[src/rtl/uart_tx_arbiter_if.sv]
// Bundle between the message sources, the arbiter and the byte-serial UART transmitter.
// Latency: none (wires only).
// Backpressure: sources hold req/req_data until req_ack; the arbiter waits on uart_tx_busy.
interface uart_tx_arbiter_if #(
  parameter int NREQ = 3
);
  logic [NREQ-1:0]   req;
  logic [8*NREQ-1:0] req_data;
  logic [NREQ-1:0]   req_last;
  logic [NREQ-1:0]   gnt;
  logic [NREQ-1:0]   req_ack;
  logic              uart_en;
  logic [7:0]        uart_din;
  logic              uart_tx_busy;
  logic              arb_busy;
  logic              err_timeout;

  // Arbiter side: consumes requests and transmitter status, drives grants and the byte.
  modport master (
    input  req, req_data, req_last, uart_tx_busy,
    output gnt, req_ack, uart_en, uart_din, arb_busy, err_timeout
  );

  // Source / transmitter side.
  modport slave (
    output req, req_data, req_last, uart_tx_busy,
    input  gnt, req_ack, uart_en, uart_din, arb_busy, err_timeout
  );
endinterface

[src/rtl/uart_tx_arbiter.sv]
// Round-robin whole-message arbiter sharing one byte-serial UART transmitter among NREQ sources.
// Latency: req seen in IDLE -> gnt next edge -> uart_en/req_ack one edge later; all outputs registered.
// Backpressure: one byte in flight; next byte only after uart_tx_busy rises and falls (or busy timeout).
module uart_tx_arbiter #(
  parameter int NREQ          = 3,
  parameter int MAX_MSG_BYTES = 16,
  parameter int BUSY_TIMEOUT  = 64
) (
  input  logic              sys_clk,
  input  logic              sys_rst,
  uart_tx_arbiter_if.master bus
);

  localparam int IW = (NREQ > 1) ? $clog2(NREQ) : 1;
  localparam int CW = $clog2(MAX_MSG_BYTES + 1);
  localparam int TW = (BUSY_TIMEOUT > 1) ? $clog2(BUSY_TIMEOUT) : 1;

  localparam logic [IW:0]   NREQ_W   = (IW + 1)'(NREQ);
  localparam logic [IW-1:0] LAST_IDX = IW'(NREQ - 1);
  localparam logic [CW-1:0] CNT_MAX  = CW'(MAX_MSG_BYTES);
  localparam logic [TW-1:0] TMR_MAX  = TW'(BUSY_TIMEOUT - 1);

  typedef enum logic [1:0] {
    IDLE      = 2'd0,
    LOAD      = 2'd1,
    WAIT_BUSY = 2'd2,
    WAIT_DONE = 2'd3
  } state_t;

  state_t          state_q,       state_d;
  logic [NREQ-1:0] gnt_q,         gnt_d;
  logic [IW-1:0]   gidx_q,        gidx_d;
  logic [IW-1:0]   rr_ptr_q,      rr_ptr_d;
  logic [CW-1:0]   byte_cnt_q,    byte_cnt_d;
  logic [TW-1:0]   timer_q,       timer_d;
  logic            last_q,        last_d;
  logic [7:0]      uart_din_q,    uart_din_d;
  logic            uart_en_q,     uart_en_d;
  logic [NREQ-1:0] req_ack_q,     req_ack_d;
  logic            err_timeout_q, err_timeout_d;
  logic            arb_busy_q,    arb_busy_d;

  logic            pick_vld;
  logic [IW-1:0]   pick_idx;
  logic [IW:0]     cand_sum;
  logic [IW-1:0]   cand;
  logic [IW-1:0]   next_ptr;
  logic            byte_done;

  // Round-robin pick: first requester at or after rr_ptr, wrapping modulo NREQ.
  always_comb begin
    pick_vld = 1'b0;
    pick_idx = '0;
    cand_sum = '0;
    cand     = '0;
    for (int k = 0; k < NREQ; k++) begin
      cand_sum = {1'b0, rr_ptr_q} + (IW + 1)'(k);
      if (cand_sum >= NREQ_W) begin
        cand_sum = cand_sum - NREQ_W;
      end
      cand = cand_sum[IW-1:0];
      if (!pick_vld && bus.req[cand]) begin
        pick_vld = 1'b1;
        pick_idx = cand;
      end
    end
  end

  // Pointer value used on message release: one past the requester just served.
  always_comb begin
    next_ptr = (gidx_q == LAST_IDX) ? '0 : gidx_q + IW'(1);
  end

  // FSM next state and registered-output next values.
  always_comb begin
    state_d       = state_q;
    gnt_d         = gnt_q;
    gidx_d        = gidx_q;
    rr_ptr_d      = rr_ptr_q;
    byte_cnt_d    = byte_cnt_q;
    timer_d       = timer_q;
    last_d        = last_q;
    uart_din_d    = uart_din_q;
    uart_en_d     = 1'b0;
    req_ack_d     = '0;
    err_timeout_d = 1'b0;
    byte_done     = 1'b0;

    case (state_q)
      IDLE: begin
        if (pick_vld) begin
          gnt_d           = '0;
          gnt_d[pick_idx] = 1'b1;
          gidx_d          = pick_idx;
          byte_cnt_d      = '0;
          state_d         = LOAD;
        end
      end

      LOAD: begin
        if (bus.req[gidx_q]) begin
          uart_din_d        = bus.req_data[{gidx_q, 3'b000} +: 8];
          uart_en_d         = 1'b1;
          req_ack_d[gidx_q] = 1'b1;
          last_d            = bus.req_last[gidx_q];
          byte_cnt_d        = byte_cnt_q + CW'(1);
          timer_d           = '0;
          state_d           = WAIT_BUSY;
        end else begin
          // Source withdrew mid-message: give the slot up and move the pointer on.
          gnt_d    = '0;
          rr_ptr_d = next_ptr;
          state_d  = IDLE;
        end
      end

      WAIT_BUSY: begin
        if (bus.uart_tx_busy) begin
          state_d = WAIT_DONE;
        end else if (timer_q == TMR_MAX) begin
          // Transmitter never acknowledged: flag it and carry on as if the byte went out.
          err_timeout_d = 1'b1;
          byte_done     = 1'b1;
        end else begin
          timer_d = timer_q + TW'(1);
        end
      end

      WAIT_DONE: begin
        if (!bus.uart_tx_busy) begin
          byte_done = 1'b1;
        end
      end

      default: begin
        state_d = IDLE;
        gnt_d   = '0;
      end
    endcase

    // End of a byte: release on message end or byte cap, otherwise fetch the next byte.
    if (byte_done) begin
      if (last_q || (byte_cnt_q == CNT_MAX)) begin
        gnt_d    = '0;
        rr_ptr_d = next_ptr;
        state_d  = IDLE;
      end else begin
        state_d  = LOAD;
      end
    end

    arb_busy_d = (state_d != IDLE);
  end

  // State and output registers with synchronous reset; reset abandons any message in flight.
  always_ff @(posedge sys_clk) begin
    if (sys_rst) begin
      state_q       <= IDLE;
      gnt_q         <= '0;
      gidx_q        <= '0;
      rr_ptr_q      <= '0;
      byte_cnt_q    <= '0;
      timer_q       <= '0;
      last_q        <= 1'b0;
      uart_din_q    <= '0;
      uart_en_q     <= 1'b0;
      req_ack_q     <= '0;
      err_timeout_q <= 1'b0;
      arb_busy_q    <= 1'b0;
    end else begin
      state_q       <= state_d;
      gnt_q         <= gnt_d;
      gidx_q        <= gidx_d;
      rr_ptr_q      <= rr_ptr_d;
      byte_cnt_q    <= byte_cnt_d;
      timer_q       <= timer_d;
      last_q        <= last_d;
      uart_din_q    <= uart_din_d;
      uart_en_q     <= uart_en_d;
      req_ack_q     <= req_ack_d;
      err_timeout_q <= err_timeout_d;
      arb_busy_q    <= arb_busy_d;
    end
  end

  assign bus.gnt         = gnt_q;
  assign bus.req_ack     = req_ack_q;
  assign bus.uart_en     = uart_en_q;
  assign bus.uart_din    = uart_din_q;
  assign bus.arb_busy    = arb_busy_q;
  assign bus.err_timeout = err_timeout_q;

endmodule
[src/flat_wrapper.sv]
// flat-port wrapper written by rule: the top's interface ports become plain ports
module uart_tx_arbiter_flat 
#(
  parameter int NREQ          = 3,
  parameter int MAX_MSG_BYTES = 16,
  parameter int BUSY_TIMEOUT  = 64
)
  (sys_clk, sys_rst, bus_req, bus_req_data, bus_req_last, bus_uart_tx_busy, bus_gnt, bus_req_ack, bus_uart_en, bus_uart_din, bus_arb_busy, bus_err_timeout);
  uart_tx_arbiter_if #(.NREQ(NREQ)) bus_i ();
  input  logic sys_clk;
  input  logic sys_rst;
  input wire logic [$bits(bus_i.req)-1:0] bus_req;
  input wire logic [$bits(bus_i.req_data)-1:0] bus_req_data;
  input wire logic [$bits(bus_i.req_last)-1:0] bus_req_last;
  input wire logic [$bits(bus_i.uart_tx_busy)-1:0] bus_uart_tx_busy;
  output wire logic [$bits(bus_i.gnt)-1:0] bus_gnt;
  output wire logic [$bits(bus_i.req_ack)-1:0] bus_req_ack;
  output wire logic [$bits(bus_i.uart_en)-1:0] bus_uart_en;
  output wire logic [$bits(bus_i.uart_din)-1:0] bus_uart_din;
  output wire logic [$bits(bus_i.arb_busy)-1:0] bus_arb_busy;
  output wire logic [$bits(bus_i.err_timeout)-1:0] bus_err_timeout;
  assign bus_i.req = bus_req;
  assign bus_i.req_data = bus_req_data;
  assign bus_i.req_last = bus_req_last;
  assign bus_i.uart_tx_busy = bus_uart_tx_busy;
  assign bus_gnt = bus_i.gnt;
  assign bus_req_ack = bus_i.req_ack;
  assign bus_uart_en = bus_i.uart_en;
  assign bus_uart_din = bus_i.uart_din;
  assign bus_arb_busy = bus_i.arb_busy;
  assign bus_err_timeout = bus_i.err_timeout;
  uart_tx_arbiter #(.NREQ(NREQ), .MAX_MSG_BYTES(MAX_MSG_BYTES), .BUSY_TIMEOUT(BUSY_TIMEOUT)) u_core (.sys_clk(sys_clk), .sys_rst(sys_rst), .bus(bus_i));
endmodule
[config.mk]
export PLATFORM = sky130hd
export DESIGN_NAME = uart_tx_arbiter_flat
export DESIGN_NICKNAME = d
export VERILOG_FILES = /design/src/rtl/uart_tx_arbiter_if.sv /design/src/rtl/uart_tx_arbiter.sv /design/src/flat_wrapper.sv
export SDC_FILE = /design/constraint.sdc
export NUM_CORES = 1
export LEC_CHECK = 0
export ABC_AREA = 1
export CORE_MARGIN = 5
export CORE_UTILIZATION = 25
export CTS_CLUSTER_SIZE = 14
export DETAILED_ROUTE_END_ITERATION = 7
export SYNTH_ARGS = -nofsm -noshare
export SYNTH_HDL_FRONTEND = slang
export SYNTH_SLANG_ARGS = --single-unit
export TNS_END_PERCENT = 30
[constraint.sdc]
create_clock -name sys_clk -period 1.9 [get_ports sys_clk]
set_clock_uncertainty 0.2 [all_clocks]
set_input_delay 0.38 -clock sys_clk [delete_from_list [all_inputs] [get_ports sys_clk]]
set_output_delay 0.38 -clock sys_clk [all_outputs]
set_load 0.01 [all_outputs]
==> results.sh <==
export IMPL_status="finished, final reports clean"
export IMPL_dp_hpwl_mm=3.92
export IMPL_globalRouteTotalUtil_pct=11.8
export IMPL_max_freq_mhz=535
export IMPL_arrival_ns=1.88
export IMPL_dr_pass1_iters=4
export IMPL_timing_hold_ws_ns=0.288
export IMPL_maxCapViolCount=0
export IMPL_synth_mux_area_share_pct=0
export IMPL_cts_sinks=35
export IMPL_synth_most_common_cell="nand2_1"
export IMPL_finalCriticalPeriod_ns=1.87
export IMPL_portBuffers=49
export IMPL_worstSetupStartpoint="u_core.rr_ptr_q[0]"
export IMPL_area_delta_synth_final_pct=56.4
export IMPL_synth_nets=302
export IMPL_start_util_pct=25.8
export IMPL_ys_async_sr_fraction_pct=0
export IMPL_grt_pass1_wl_mm=8.56
export IMPL_clkLatencyLatePin_ns=0.28
export IMPL_tightestPinTransition_ns=0.294
export IMPL_critical_path_slowest_cell="dfxtp_2"
export IMPL_dieArea_um2=9300
export IMPL_ant_nets=0
export IMPL_post_route_drc_count=0
export IMPL_via_per_inst=4.42
export IMPL_synth_commonest_cells="nand2_1 (65), dfxtp_1 (35), nand3_1 (33), inv_1 (29)"
export IMPL_synth_simple_area_share_pct=36.3
export IMPL_grt_max_degree=13
export IMPL_yosysTopAreaCellShare_pct=37.5
export IMPL_r2r_start="u_core.rr_ptr_q[0]"
export IMPL_synth_top_family_by_area="simple AND/OR/NAND/NOR gates"
export IMPL_crit_path_max_incr_delay_ns=0.33
export IMPL_power_density_nw_per_um2=1340
export IMPL_grt_ovfl_total=0
export IMPL_path_buf_inv=3
export IMPL_synth_flop_cell="dfxtp_1"
export IMPL_seq_area_frac_synth_pct=37.5
export IMPL_core_um2=7250
export IMPL_drv_slew=0
export IMPL_die_x_um=96.4
export IMPL_synth_edf_count=0
export IMPL_worstHoldStart="u_core.bus.gnt[1]"
export IMPL_synthXorXnorAreaFrac_pct=2.81
export IMPL_rsz0062_at_grt="yes"
export IMPL_cp_cell_sequence="inv_2, ha_4, inv_4, nand2_2, nand2_2, nand2_2, nand3_4, o21ai_4, buf_6, nand2_1, a21oi_1"
export IMPL_p_total_mw=3.90
export IMPL_cts_buffers=5
export IMPL_leakagePower_nw=1.17
export IMPL_vdd_drop_max_uv=557
export IMPL_synth_fa_ha_area_share_pct=4.02
export IMPL_stdcell_count=441
export IMPL_cts_path_max_buffers=2
export IMPL_crit_family="simple AND/OR/NAND/NOR gates"
export IMPL_cp_max_fo=4
export IMPL_synth_compound_area_share_pct=12.0
export IMPL_setup_worst_path_end_class="register"
export IMPL_netlist_instances=263
export IMPL_first_global_vias=1919
export IMPL_yosys_register_bits=35
export IMPL_htreeDepth=2
export IMPL_cts_root_buf="clkbuf_8"
export IMPL_yosys_warnings=0
export IMPL_cts_tree="done"
export IMPL_postSynthAreaPerCell_um2=7.10
export IMPL_syn_area_um2=1870
export IMPL_clk_pin_slew_ns=0.07
export IMPL_gp_congestion=0.861
export IMPL_ioPinCount=50
export IMPL_crit_type="register to register"
export IMPL_drive_gt1_share_pct=26.0
export IMPL_wl_per_cell_um=11.9
export IMPL_dp_cells=432
export IMPL_min_path_type="register to register"
export IMPL_hold_viol=0
export IMPL_totalWireLength_mm=5.25
export IMPL_final_period_utilization_pct=98.4
export IMPL_antenna_found_initial=0
export IMPL_critPathLaunchType="register"
export IMPL_relSlewSlack_pct=80.4
export IMPL_dr_total_vias=1950
export IMPL_synth_top_cell_by_area="dfxtp_1"
export IMPL_worstPathRequired_ns=1.91
export IMPL_antenna_cells=0
export IMPL_nets=380
export IMPL_die_y_um=96.4
export IMPL_rows=31
export IMPL_yosysUniqueCellTypes=33
export IMPL_cpMostUsedCell="nand2_2"
export IMPL_synthTopCellsByArea="dfxtp_1 (38%), nand2_1 (13%), nand3_1 (8.8%)"
export IMPL_drtIter0Drc=50
export IMPL_setup_viol=0
-- per-layer routing --
metal  vias up  share of wire (%)  GRT usage (%)
li1       1020                  -              -
met1       893                 44           13.8
met2        29                 51           20.3
met3         8                3.3           2.79
met4         0                2.2           5.37
met5         -                  0              0
-- layout make-up --
| type | instances | area (um^2) |
|---|---|---|
| fill | 783 | 4330 |
| multi-input combinational | 192 | 1170 |
| sequential | 35 | 707 |
| timing repair buffer | 74 | 686 |
| inverter | 33 | 130 |
| tap | 99 | 124 |
| clock buffer | 8 | 100 |
-- cells in the final DEF, fill, tap and decap left out, types with 2 or more instances in the layout --
| cell type | count |
|---|---|
| nand4_1 | 7 |
| ha_1 | 4 |
| clkdlybuf4s50_1 | 49 |
| nand3_1 | 23 |
| clkbuf_8 | 7 |
| a21oi_2 | 7 |
| o21ai_0 | 7 |
| inv_2 | 6 |
| nor2_2 | 5 |
| inv_1 | 24 |
| ha_4 | 2 |
| nor2_4 | 4 |
| nor2_1 | 16 |
| a31oi_1 | 3 |
| buf_4 | 23 |
| nor3_1 | 2 |
| dfxtp_1 | 32 |
| nand3_2 | 10 |
| a22oi_1 | 3 |
| dfxtp_2 | 2 |
| buf_6 | 2 |
| nand2_2 | 11 |
| nand2_4 | 2 |
| nand2_1 | 57 |
| xor2_1 | 5 |
| inv_4 | 2 |
| a21oi_1 | 13 |
-- state kept, by name (all words and copies together) (netlist names) --
register and count:
u_core.bus.uart_din 8, u_core.timer_q 6, u_core.byte_cnt_q 5, u_core.bus.gnt 3, u_core.bus.req_ack 3, u_core.gidx_q 2, u_core.rr_ptr_q 2, u_core.state_q 2
u_core.bus.arb_busy 1, u_core.bus.err_timeout 1, u_core.bus.uart_en 1, u_core.last_q 1
-- where the power goes --
part | internal (mW) | switching, mW | total, mW | leakage (nW)
clock network | 0.331 | 0.261 | 0.592 | 0.0515
logic | 1.01 | 1.24 | 2.25 | 0.834
registers | 0.921 | 0.142 | 1.06 | 0.286
-- worst paths after layout --
kind | slack (ns) | to | cells past startpoint
hold / removal | 0.29 | u_core.bus.gnt[1] | 2
setup / recovery | 0.03 | u_core.gidx_q[0] | 11
hold reg to reg | 0.29 | u_core.bus.gnt[1] | 2
setup reg to reg | 0.03 | u_core.gidx_q[0] | 11
-- kinds of logic after synthesis --
family          after synthesis
simple gates                141
buf+inv                      36
flops                        35
compound gates               39
xor+xnor                      6
fa+ha+maj                     6
-- metrics by stage --
stage	setup TNS (ns)	worst slack (ns)	instance area [um^2]	utilization, %
3_3_place_gp	-3.22	-0.185	2660	36.6
2_1_floorplan	0	0.0111	1880	-
4_1_cts	0	0.00391	2810	38.7
5_1_grt	-0.344	-0.0649	2920	40.3
6_report	0	0.0296	2920	40.3
3_5_place_dp	-4.31	-0.255	2660	36.6
-- timing repair --
action                                  in CTS  in global routing
gates resized for setup                     11                 34
pin swaps                                    2                 17
endpoints found under the setup margin      12                 14
buffers inserted                             0                  1
hold buffers                                 0                  0
hold endpoints to repair                     0                  0
-- tightest hold or removal path: cells and delay by family, from the launching register on --
kind	cells	cell delay, ns
flip-flops	1	0.33
AO/OA/AOI/OAI	1	0.05
AND/OR/NAND/NOR	1	0.07
(Power assumes the default switching activity.)
